<file path="src/rtl/fetch_pkg.sv">
// Shared constants and types for the instruction-fetch front end.
// Branch-unit select codes, fetch FSM states and the canonical nop word.
package fetch_pkg;

  localparam logic [1:0] PC_SEL_ALU = 2'b00;
  localparam logic [1:0] PC_SEL_IMM = 2'b01;
  localparam logic [1:0] PC_SEL_SEQ = 2'b11;

  typedef enum logic [1:0] {
    BOOT = 2'd0,
    RUN  = 2'd1,
    HALT = 2'd2
  } fetch_state_t;

  localparam logic [31:0] INST_NOP = 32'h0000_0013;

endpackage

</file>
<file path="src/rtl/fetch_queue.sv">
// Small synchronous FIFO with occupancy count and synchronous clear.
// Serves both as the decode instruction queue and the in-flight PC tracker.
module fetch_queue #(
  parameter int WIDTH = 64,
  parameter int DEPTH = 2,
  localparam int CW = $clog2(DEPTH + 1),
  localparam int AW = (DEPTH > 1) ? $clog2(DEPTH) : 1
) (
  input  logic             i_clk,
  input  logic             i_rst_n,
  input  logic             i_clr,
  input  logic             i_push,
  input  logic [WIDTH-1:0] i_wdata,
  input  logic             i_pop,
  output logic [WIDTH-1:0] o_rdata,
  output logic [CW-1:0]    o_count
);

  logic [WIDTH-1:0] mem_q [DEPTH];
  logic [AW-1:0]    rptr_q, wptr_q;
  logic [CW-1:0]    count_q;
  logic             full, empty, do_push, do_pop;

  function automatic logic [AW-1:0] next_ptr(input logic [AW-1:0] p);
    return (p == AW'(DEPTH - 1)) ? '0 : p + AW'(1);
  endfunction

  assign full    = (count_q == CW'(DEPTH));
  assign empty   = (count_q == '0);
  assign do_pop  = i_pop && !empty;
  // A pop frees the slot in the same cycle, so a full queue may still accept.
  assign do_push = i_push && (!full || do_pop);

  always_ff @(posedge i_clk or negedge i_rst_n) begin
    if (!i_rst_n) begin
      rptr_q  <= '0;
      wptr_q  <= '0;
      count_q <= '0;
    end else if (i_clr) begin
      rptr_q  <= '0;
      wptr_q  <= '0;
      count_q <= '0;
    end else begin
      assert (!(i_push && full && !i_pop));
      if (do_push) wptr_q <= next_ptr(wptr_q);
      if (do_pop)  rptr_q <= next_ptr(rptr_q);
      case ({do_push, do_pop})
        2'b10:   count_q <= count_q + CW'(1);
        2'b01:   count_q <= count_q - CW'(1);
        default: count_q <= count_q;
      endcase
    end
  end

  always_ff @(posedge i_clk) begin
    if (do_push && !i_clr) mem_q[wptr_q] <= i_wdata;
  end

  assign o_rdata = mem_q[rptr_q];
  assign o_count = count_q;

endmodule

</file>
<file path="src/rtl/fetch_pc_unit.sv">
// Fetch front end: owns the fetch PC, issues in-order imem requests under a
// credit limit, queues returned words for decode and squashes stale responses.
//
//  state | meaning
//  BOOT  | first cycle after reset, no requests
//  RUN   | sequential fetch, redirects accepted
//  HALT  | misaligned redirect seen; idle until reset
module fetch_pc_unit
  import fetch_pkg::*;
#(
  parameter int              XLEN       = 32,
  parameter logic [XLEN-1:0] RESET_ADDR = '0,
  parameter int              QDEPTH     = 2
) (
  input  logic            i_clk,
  input  logic            i_rst_n,
  input  logic            i_redirect_valid,
  input  logic [1:0]      i_pc_sel,
  input  logic [XLEN-1:0] i_ex_pc,
  input  logic [XLEN-1:0] i_imm,
  input  logic [XLEN-1:0] i_alu_result,
  output logic            o_imem_req_valid,
  input  logic            i_imem_req_ready,
  output logic [XLEN-1:0] o_imem_addr,
  input  logic            i_imem_rsp_valid,
  input  logic [31:0]     i_imem_rsp_data,
  output logic            o_if_valid,
  input  logic            i_if_ready,
  output logic [XLEN-1:0] o_if_pc,
  output logic [31:0]     o_if_inst,
  output logic            o_flush,
  output logic            o_misaligned
);

  localparam int CW = $clog2(QDEPTH + 1);
  localparam int QW = XLEN + 32;

  fetch_state_t    state_q, state_d;
  logic [XLEN-1:0] fetch_pc_q, fetch_pc_d;
  logic [CW-1:0]   drop_q, drop_d;

  logic [CW-1:0]   q_count, pcf_count;
  logic [QW-1:0]   q_head;
  logic [XLEN-1:0] pcf_head;
  logic [XLEN-1:0] target;
  logic            redirect, q_valid, pop, credit_ok, req_valid, accept;
  logic            rsp_drop, q_push, q_clr;

  assign redirect = (state_q == RUN) && i_redirect_valid && (i_pc_sel != PC_SEL_SEQ);
  assign target   = (i_pc_sel == PC_SEL_IMM) ? (i_ex_pc + i_imm)
                                             : {i_alu_result[XLEN-1:1], 1'b0};

  assign q_valid   = (q_count != '0);
  assign pop       = q_valid && i_if_ready;
  // Every in-flight request must already own a queue slot when it returns.
  assign credit_ok = (int'(pcf_count) + int'(q_count) - int'(pop)) < QDEPTH;
  assign req_valid = (state_q == RUN) && !redirect && credit_ok;
  assign accept    = req_valid && i_imem_req_ready;

  assign rsp_drop = i_imem_rsp_valid && (drop_q != '0);
  assign q_push   = i_imem_rsp_valid && !rsp_drop && (state_q == RUN);
  assign q_clr    = redirect || (state_q == HALT);

  always_ff @(posedge i_clk or negedge i_rst_n) begin
    if (!i_rst_n) begin
      state_q    <= BOOT;
      fetch_pc_q <= RESET_ADDR;
      drop_q     <= '0;
    end else begin
      state_q    <= state_d;
      fetch_pc_q <= fetch_pc_d;
      drop_q     <= drop_d;
    end
  end

  always_comb begin
    state_d    = state_q;
    fetch_pc_d = fetch_pc_q;
    drop_d     = drop_q;
    if (rsp_drop) drop_d = drop_q - CW'(1);
    case (state_q)
      BOOT: state_d = RUN;
      RUN: begin
        if (redirect) begin
          fetch_pc_d = target;
          // Everything still in flight belongs to the squashed path.
          drop_d     = pcf_count - CW'(i_imem_rsp_valid);
          if (target[1]) state_d = HALT;
        end else if (accept) begin
          fetch_pc_d = fetch_pc_q + XLEN'(4);
        end
      end
      HALT:    state_d = HALT;
      default: state_d = BOOT;
    endcase
  end

  fetch_queue #(
    .WIDTH (QW),
    .DEPTH (QDEPTH)
  ) u_inst_q (
    .i_clk   (i_clk),
    .i_rst_n (i_rst_n),
    .i_clr   (q_clr),
    .i_push  (q_push),
    .i_wdata ({pcf_head, i_imem_rsp_data}),
    .i_pop   (pop),
    .o_rdata (q_head),
    .o_count (q_count)
  );

  fetch_queue #(
    .WIDTH (XLEN),
    .DEPTH (QDEPTH)
  ) u_pc_fifo (
    .i_clk   (i_clk),
    .i_rst_n (i_rst_n),
    .i_clr   (1'b0),
    .i_push  (accept),
    .i_wdata (fetch_pc_q),
    .i_pop   (i_imem_rsp_valid),
    .o_rdata (pcf_head),
    .o_count (pcf_count)
  );

  assign o_imem_req_valid = req_valid;
  assign o_imem_addr      = fetch_pc_q;
  assign o_flush          = redirect;
  assign o_misaligned     = (state_q == HALT);
  assign o_if_valid       = q_valid;
  assign o_if_pc          = q_valid ? q_head[QW-1:32] : '0;
  assign o_if_inst        = q_valid ? q_head[31:0] : '0;

endmodule

</file>
<file path="config.mk">
export PLATFORM = sky130hd
export DESIGN_NAME = fetch_pc_unit
export DESIGN_NICKNAME = d
export VERILOG_FILES = /design/src/rtl/fetch_pkg.sv /design/src/rtl/fetch_queue.sv /design/src/rtl/fetch_pc_unit.sv
export SDC_FILE = /design/constraint.sdc
export NUM_CORES = 1
export LEC_CHECK = 0
export ABC_AREA = 1
export CORE_AREA = 4 4 130 257
export CTS_BUF_LIST = sky130_fd_sc_hd__clkbuf_2
export DETAILED_ROUTE_END_ITERATION = 6
export DIE_AREA = 0 0 134 261
export PLACE_DENSITY = 0.67
export SLEW_MARGIN = 20
export SYNTH_ARGS = -nofsm -noshare
export SYNTH_HDL_FRONTEND = slang
export SYNTH_SLANG_ARGS = --single-unit
</file>
<file path="constraint.sdc">
create_clock -name i_clk -period 4.1 [get_ports i_clk]
set_clock_uncertainty 0.2 [all_clocks]
set_input_delay 0.82 -clock i_clk [delete_from_list [all_inputs] [get_ports i_clk]]
set_output_delay 0.82 -clock i_clk [all_outputs]
set_load 0.02 [all_outputs]
</file>
# --- After elaboration in Yosys (flattened, before gate mapping) ---
# Memories as Yosys holds them, arrays and structs flattened.
# Index checks and enable logic that the tools add are counted.
op_classes:
  add_sub_neg: 14
  multipliers: 0
  n_div: 0
  magnitude_cmp: 1
  eq_ne: 12
  shift: 0
  n_mux: 26
  bitwise: 0
  reduce_logical: 36
op_table:
  columns: ["op", "count"]
  rows:
  - ["$mux 32", 5]
  - ["$add 32x3->32 const B", 1]
  - ["$add 32x32->32", 1]
  - ["$logic_and 1x1->1", 14]
  - ["$mux 1", 12]
  - ["$mux 2", 6]
  - ["$reduce_bool 2->1", 6]
  - ["$eq 2x2->1 const B", 5]
  - ["$eq 2x1->1 const B", 4]
  - ["$pmux 2 s2", 2]
  - ["$logic_not 1->1", 7]
  - ["$logic_not 2->1", 3]
  - ["$ne 2x2->1 const B", 3]
  - ["$pmux 2 s3", 1]
  - ["$sub 2x1->2 const B", 3]
  - ["$add 1x1->1 const B", 4]
  - ["$add 2x1->2 const B", 2]
  - ["$lt 4x3->1 const B", 1]
  - ["$reduce_and 2->1", 2]
  - ["$sub 3x1->4", 1]
  - ["$add 2x2->3", 1]
  - ["$logic_or 1x1->1", 3]
  - ["$reduce_bool 3->1", 1]
  - ["$sub 2x1->2", 1]
totals:
  reg_bits: 44
  latch_bits: 0
  mem_bits_rw: 192
  rom_bits: 0
  in_bits: 136
  out_inout_bits: 100
  word_cells: 100
  memories: 2
memory_table:
  columns: ["memory", "words", "word_bits", "read_ports", "rd_ports_with_merged_regs", "write_ports", "line_no", "text"]
  rows:
  - ["u_inst_q.mem_q", 2, 64, 1, 0, 1, "fetch_queue.sv:19", "logic [WIDTH-1:0] mem_q [DEPTH];"]
  - ["u_pc_fifo.mem_q", 2, 32, 1, 0, 1, "fetch_queue.sv:19", null]

# --- Logic depth before layout (Yosys ltp) ---
logic_depth:
  ltp_word: 10
  depth_mapped: 19
  depth_no_buf: 19

# --- Cells and area by module ---
# Synthesis repeated with hierarchy kept, for this count alone.
unflattened:
  cells_unflattened: 1670
  area_unflattened_um2: 13355.3
modules_own_cells:
  columns: ["mod", "instances", "cells_each", "area_each_um2", "seq_area_each_um2"]
  rows:
  - ["fetch_pc_unit", 1, 1093, 5874.4, 900.9]
  - ["fetch_queue (u_inst_q)", 1, 372, 4899.7, 3943.8]
  - ["fetch_queue (u_pc_fifo)", 1, 205, 2581.2, 2021.9]

# --- Least setup slack after synthesis ---
# Ideal clock, no wire load.
synth_timing:
  kind: "in2reg"
  start: "input port i_pc_sel[0]"
  end: "memory u_inst_q.mem_q[0][0], enable pin"
  setup_ns: 0.486
  arrival_ns: 4.086
  t_required_ns: 3.414
  slack_ns: -0.672
  cell_stages: 7
  n_path_buf: 1
  cell_sequence: "buf_4 nand2_1 nand3_2 inv_1 nor2_1 nand2_1 nor2_1"
synth_between:
  elab_chain_len: 7
synth_rtl:
  columns: ["item", "line_no", "text"]
  rows:
  - ["from (decl)", "fetch_pc_unit.sv:18", "input logic [1:0] i_pc_sel,"]
  - ["$ne 2x2->1", "fetch_pc_unit.sv:49", "assign redirect = (state_q == RUN) && i_redirect_valid && (i_pc_sel != PC_SEL_SEQ);"]
  - ["$logic_and 1x1->1", "fetch_pc_unit.sv:49", null]
  - ["$logic_or 1x1->1", "fetch_pc_unit.sv:62", "assign q_clr = redirect || (state_q == HALT);"]
  - ["$logic_not 1->1", "fetch_queue.sv:56", "if (do_push && !i_clr) mem_q[wptr_q] <= i_wdata;"]
  - ["$logic_and 1x1->1", "fetch_queue.sv:56", null]
  - ["$mux 1", "fetch_queue.sv:56", null]
  - ["$mux 1 (implied by the code)", "fetch_queue.sv:56", null]
  - ["to (decl)", "fetch_queue.sv:19", null]
# No other way between the ends.

# --- Worst setup path in the final report ---
layout_timing:
  start: "register u_inst_q.count_q[0], in the netlist u_inst_q.o_count[0]"
  end: "output port o_imem_req_valid"
layout_between:
  elab_chain_len: 5
  word_cells_on_any_way: 6
  classes_between: "2 x add/sub; 1 x order compare; 3 x reduce/logical"
layout_rtl:
  columns: ["item", "line_no", "text"]
  rows:
  - ["from (decl)", "fetch_queue.sv:21", "logic [CW-1:0] count_q;"]
  - ["from (signal assigned)", "fetch_queue.sv:48", "2'b10: count_q <= count_q + CW'(1);"]
  - ["from (signal assigned)", "fetch_queue.sv:49", "2'b01: count_q <= count_q - CW'(1);"]
  - ["from (signal assigned)", "fetch_queue.sv:50", "default: count_q <= count_q;"]
  - ["branches (longest 2 deep; another with $add 2x2->3)", null, null]
  - ["$sub 3x1->4 *", "fetch_pc_unit.sv:56", "assign credit_ok = (int'(pcf_count) + int'(q_count) - int'(pop)) < QDEPTH;"]
  - ["$lt 4x3->1 *", "fetch_pc_unit.sv:56", null]
  - ["$logic_and 1x1->1 *", "fetch_pc_unit.sv:57", "assign req_valid = (state_q == RUN) && !redirect && credit_ok;"]
  - ["to (decl)", "fetch_pc_unit.sv:22", "output logic o_imem_req_valid,"]
# Mark *: on every way between the ends.

==> qor.csv <==
stage,metric,value,unit
outcome,status,completed,
sta,setup_violations,0,
die,std_cell_rows,92,
sta,fin_crit_sh,0.9263,
job,maxCapViolCount,0,
final_layout,regArea,6868,um^2
sta,rsz0062_at_grt,false,
pwr,p_leak,6.910,nW
pwr,switchingPower,3.867,mW
place,place_area,15610,um^2
hold_path,min_path_type,reg -> reg,
sta,final_max_slew_viol_count,0,
cts,htree_levels,2,
synthesis,synth_area,12720,um^2
die,die_h,261,um
place,hpwl,28410,um
setup_path,max_stage_delay,0.47,ns
routing,route.detailed.drc,0,
final_layout,final_core_util,0.5114,
place,place_congestion,0.9237,
pwr,total_power,9.123,mW
cts,cts_buffers,48,
place,dp_slack,-0.09631,ns
pwr,combPwrFrac,0.470,
cts,cts_tree,done,
routing,vias,10758,
setup_path,cp-start-kind,register,
setup_path,crit_path_top_delay_cell,dfrtp_1,
synthesis,synth_flop_cell,edfxtp_1,
setup_path,end_kind,output port,
global_routing,grt_pass1_wl,56670,um
final_layout,num-fill-cells,2994,
setup_path,critical_path_arrival,2.78,ns
routing,drt-initial-drc-count,512,
routing,finalWirelength,36800,um
synthesis,syn_nets,1672,
pwr,swShare,0.4239,
global_routing,antenna_found_initial,2,
synthesis,ys_warn_count,0,
setup_path,cp_max_fo,5,
cts,clkLatencyLatePin,0.77,ns
synthesis,synthArstFlopShare,0.1864,
die,dieArea,34970,um^2
sta,hold_viol,0,
sta,worstMarginPinSlew,0.9909,ns
cts,clk_pin_slew,0.11,ns
final_layout,design_area,16070,um^2
synthesis,synth_area_leaders,"edfxtp_1 45%, nand2_1 16%, dfrtp_1 8.7%",
synthesis,yosysSeqAreaShare,0.5400,
sta,fmax,0.2633,GHz
final_layout,multi_input_area,5097,um^2
pwr,cellPowerDensity,567.7,nW/um^2
synthesis,synth_top_area_share,0.4534,
sta,slew_headroom,0.3387,
die,start_util,0.4046,
routing,avgViaCountPerCell,4.863,
synthesis,avgSynthCellArea,8.511,um^2
die,ios,236,
sta,setup_ws,0.3020,ns
global_routing,grt_overflow,0,
synthesis,synth_cell_types,43,
sta,hold-worst-slack,0.2764,ns
synthesis,synth-edff-count,192,
place,port_buffers,234,
pwr,clkPwrFrac,0.145,
cts,root_buffer,clkbuf_2,
synthesis,ys_ff_latch,236,
setup_path,cp.buffers_inverters,5,
sta,min_period,3.798,ns
cts,cts.sinks,236,
global_routing,grt_usage,0.2069,
die,die_w,134,um
pwr,ir_drop,0.2325,mV
synthesis,yosys.area.top_type,edfxtp_1,
global_routing,grt_pass1_vias,11054,
global_routing,grt_max_degree,66,
routing,wire_per_inst,16.63,um
setup_path,crit_chain,"nor2_4, inv_1, nand2_1, inv_1, ha_4, inv_2, nand2_1, fa_2, or2_0, nand3_1, nand2_1, inv_1, nor2_4, buf_4",
routing,first_pass_iters,6,
pwr,seq_power_share,0.385,
synthesis,syn_inst,1494,
die,fp.coreArea,31430,um^2
routing,detail-route-antenna-nets,0,
setup_path,path_class,reg -> out,
final_layout,area_growth,26.39,%
final_layout,drive_above_1_share,0.06771,
cts,cts.path.max_buffers,3,
pwr,intPower,5.256,mW
final_layout,nets,1933,
setup_path,required,3.08,ns
setup_path,path_delay_family,simple AND/OR/NAND/NOR gates,
==> layout make-up <==
cell class | count | share of cell area
timing repair buffer | 257 | 0.1589
clock inverter | 19 | 0.006228
sequential | 236 | 0.4273
tap | 423 | 0.03293
inverter | 160 | 0.03752
multi-input combinational | 1052 | 0.3172
antenna | 2 | 0.0003114
clock buffer | 63 | 0.01962
==> cell usage after synthesis (3+ instances only) <==
cell      instances
inv_1           156
buf_1            12
o21bai_1          5
xnor2_1           7
dfrtp_1          44
buf_2             9
inv_2             4
nor3_1           17
nor3_4            3
nand4_1           8
xor2_1           27
o211ai_1          4
and2_1            4
nand2_2           3
ha_1             40
nor2_1          136
a21oi_1         114
o22ai_1           5
nand3b_1          4
clkbuf_1         22
nand2_1         544
edfxtp_1        192
nor4_1            3
a22oi_1           7
o21ai_0          42
nand3_1          60
==> state kept, by name, indices dropped and copies added (netlist names) <==
signal and flops:
u_pc_fifo.mem_q 64, u_pc_fifo.wptr_q 1, u_inst_q.wptr_q 1, u_inst_q.rptr_q 1, o_imem_addr 32, drop_q 2, u_inst_q.mem_q 128, u_pc_fifo.o_count 2
state_q 2, u_pc_fifo.rptr_q 1, u_inst_q.o_count 2
==> per-stage QoR <==
stage / TNS (ns) / std cells
2_1_floorplan: -27.23 / 1494
3_3_place_gp: -0.08191 / 2126
3_5_place_dp: -0.09631 / 2126
4_1_cts: 0 / 2210
5_1_grt: 0 / 2212
6_report: 0 / 2212
==> metal layers <==
layer / wire (um) / global-route usage
met1: 11920 / 0.1892
met2: 20950 / 0.4152
met3: 1443 / 0.02653
met4: 2476 / 0.1342
met5: 0 / 0
==> final timing paths <==
| path | cells after the start | endpoint | start | slack [ns] |
|---|---|---|---|---|
| setup / recovery | 14 | o_imem_req_valid | u_inst_q.o_count[0] | 0.30 |
| hold / removal | 1 | u_pc_fifo.o_count[0] | u_pc_fifo.o_count[0] | 0.28 |
| setup reg to reg | 18 | u_pc_fifo.mem_q[1][20] | u_inst_q.o_count[0] | 0.83 |
| hold reg to reg | 1 | u_pc_fifo.o_count[0] | u_pc_fifo.o_count[0] | 0.28 |
| max in group asynchronous | 2 | u_inst_q.rptr_q | i_rst_n | 2.83 |
| min in group asynchronous | 2 | u_inst_q.o_count[1] | i_rst_n | 0.38 |
==> power groups by stage <==
stage | registers [mW] | logic [mW] | clock network [mW]
final | 3.51 | 4.29 | 1.33
after global routing | 3.57 | 4.71 | 1.49
after detailed placement | 3.57 | 4.30 | 0
after floorplan | 3.61 | 2.36 | 0
after CTS | 3.52 | 4.32 | 1.40
after global placement | 3.55 | 4.23 | 0
==> cells in the final DEF (no fill, tap or decap), types with 3 or more instances in the layout <==
cell type | netlist | routed
a21oi_1 | 114 | 114
a22oi_1 | 7 | 7
and2_1 | 4 | 4
buf_12 | 0 | 3
buf_4 | 1 | 20
clkbuf_2 | 1 | 63
clkdlybuf4s50_1 | 0 | 232
clkinv_1 | 0 | 16
dfrtp_1 | 44 | 43
edfxtp_1 | 192 | 192
ha_1 | 40 | 39
inv_1 | 156 | 154
inv_2 | 4 | 5
nand2_1 | 544 | 544
nand2_2 | 3 | 3
nand3_1 | 60 | 60
nand3b_1 | 4 | 4
nand4_1 | 8 | 8
nor2_1 | 136 | 130
nor2_2 | 1 | 4
nor2_4 | 1 | 4
nor3_1 | 17 | 17
nor3_4 | 3 | 3
nor4_1 | 3 | 3
o211ai_1 | 4 | 4
o21ai_0 | 42 | 42
o21bai_1 | 5 | 5
o22ai_1 | 5 | 5
xnor2_1 | 7 | 7
xor2_1 | 27 | 27
==> kinds of logic (layout without fill, tap and decap cells) <==
| group | after synthesis | in the layout | synth area share |
|---|---|---|---|
| adders and majority gates | 42 | 42 | 0.04251 |
| xor gates and xnor gates | 34 | 34 | 0.02342 |
| buffers and inverters | 206 | 499 | 0.06268 |
| other | 0 | 2 | 0 |
| AOI/OAI and AO/OA | 181 | 181 | 0.07606 |
| and+or+nand+nor | 795 | 795 | 0.2553 |
| DFF | 236 | 236 | 0.5400 |
==> what timing repair did <==
item | CTS | global route
buffers inserted | 1 | 0
endpoints found under the setup margin | 2 | 2
resized for setup | 5 | 5
hold endpoints to repair | 30 | 0
hold buffers | 1 | 0
Note: power is estimated with default switching activity, not from simulation.
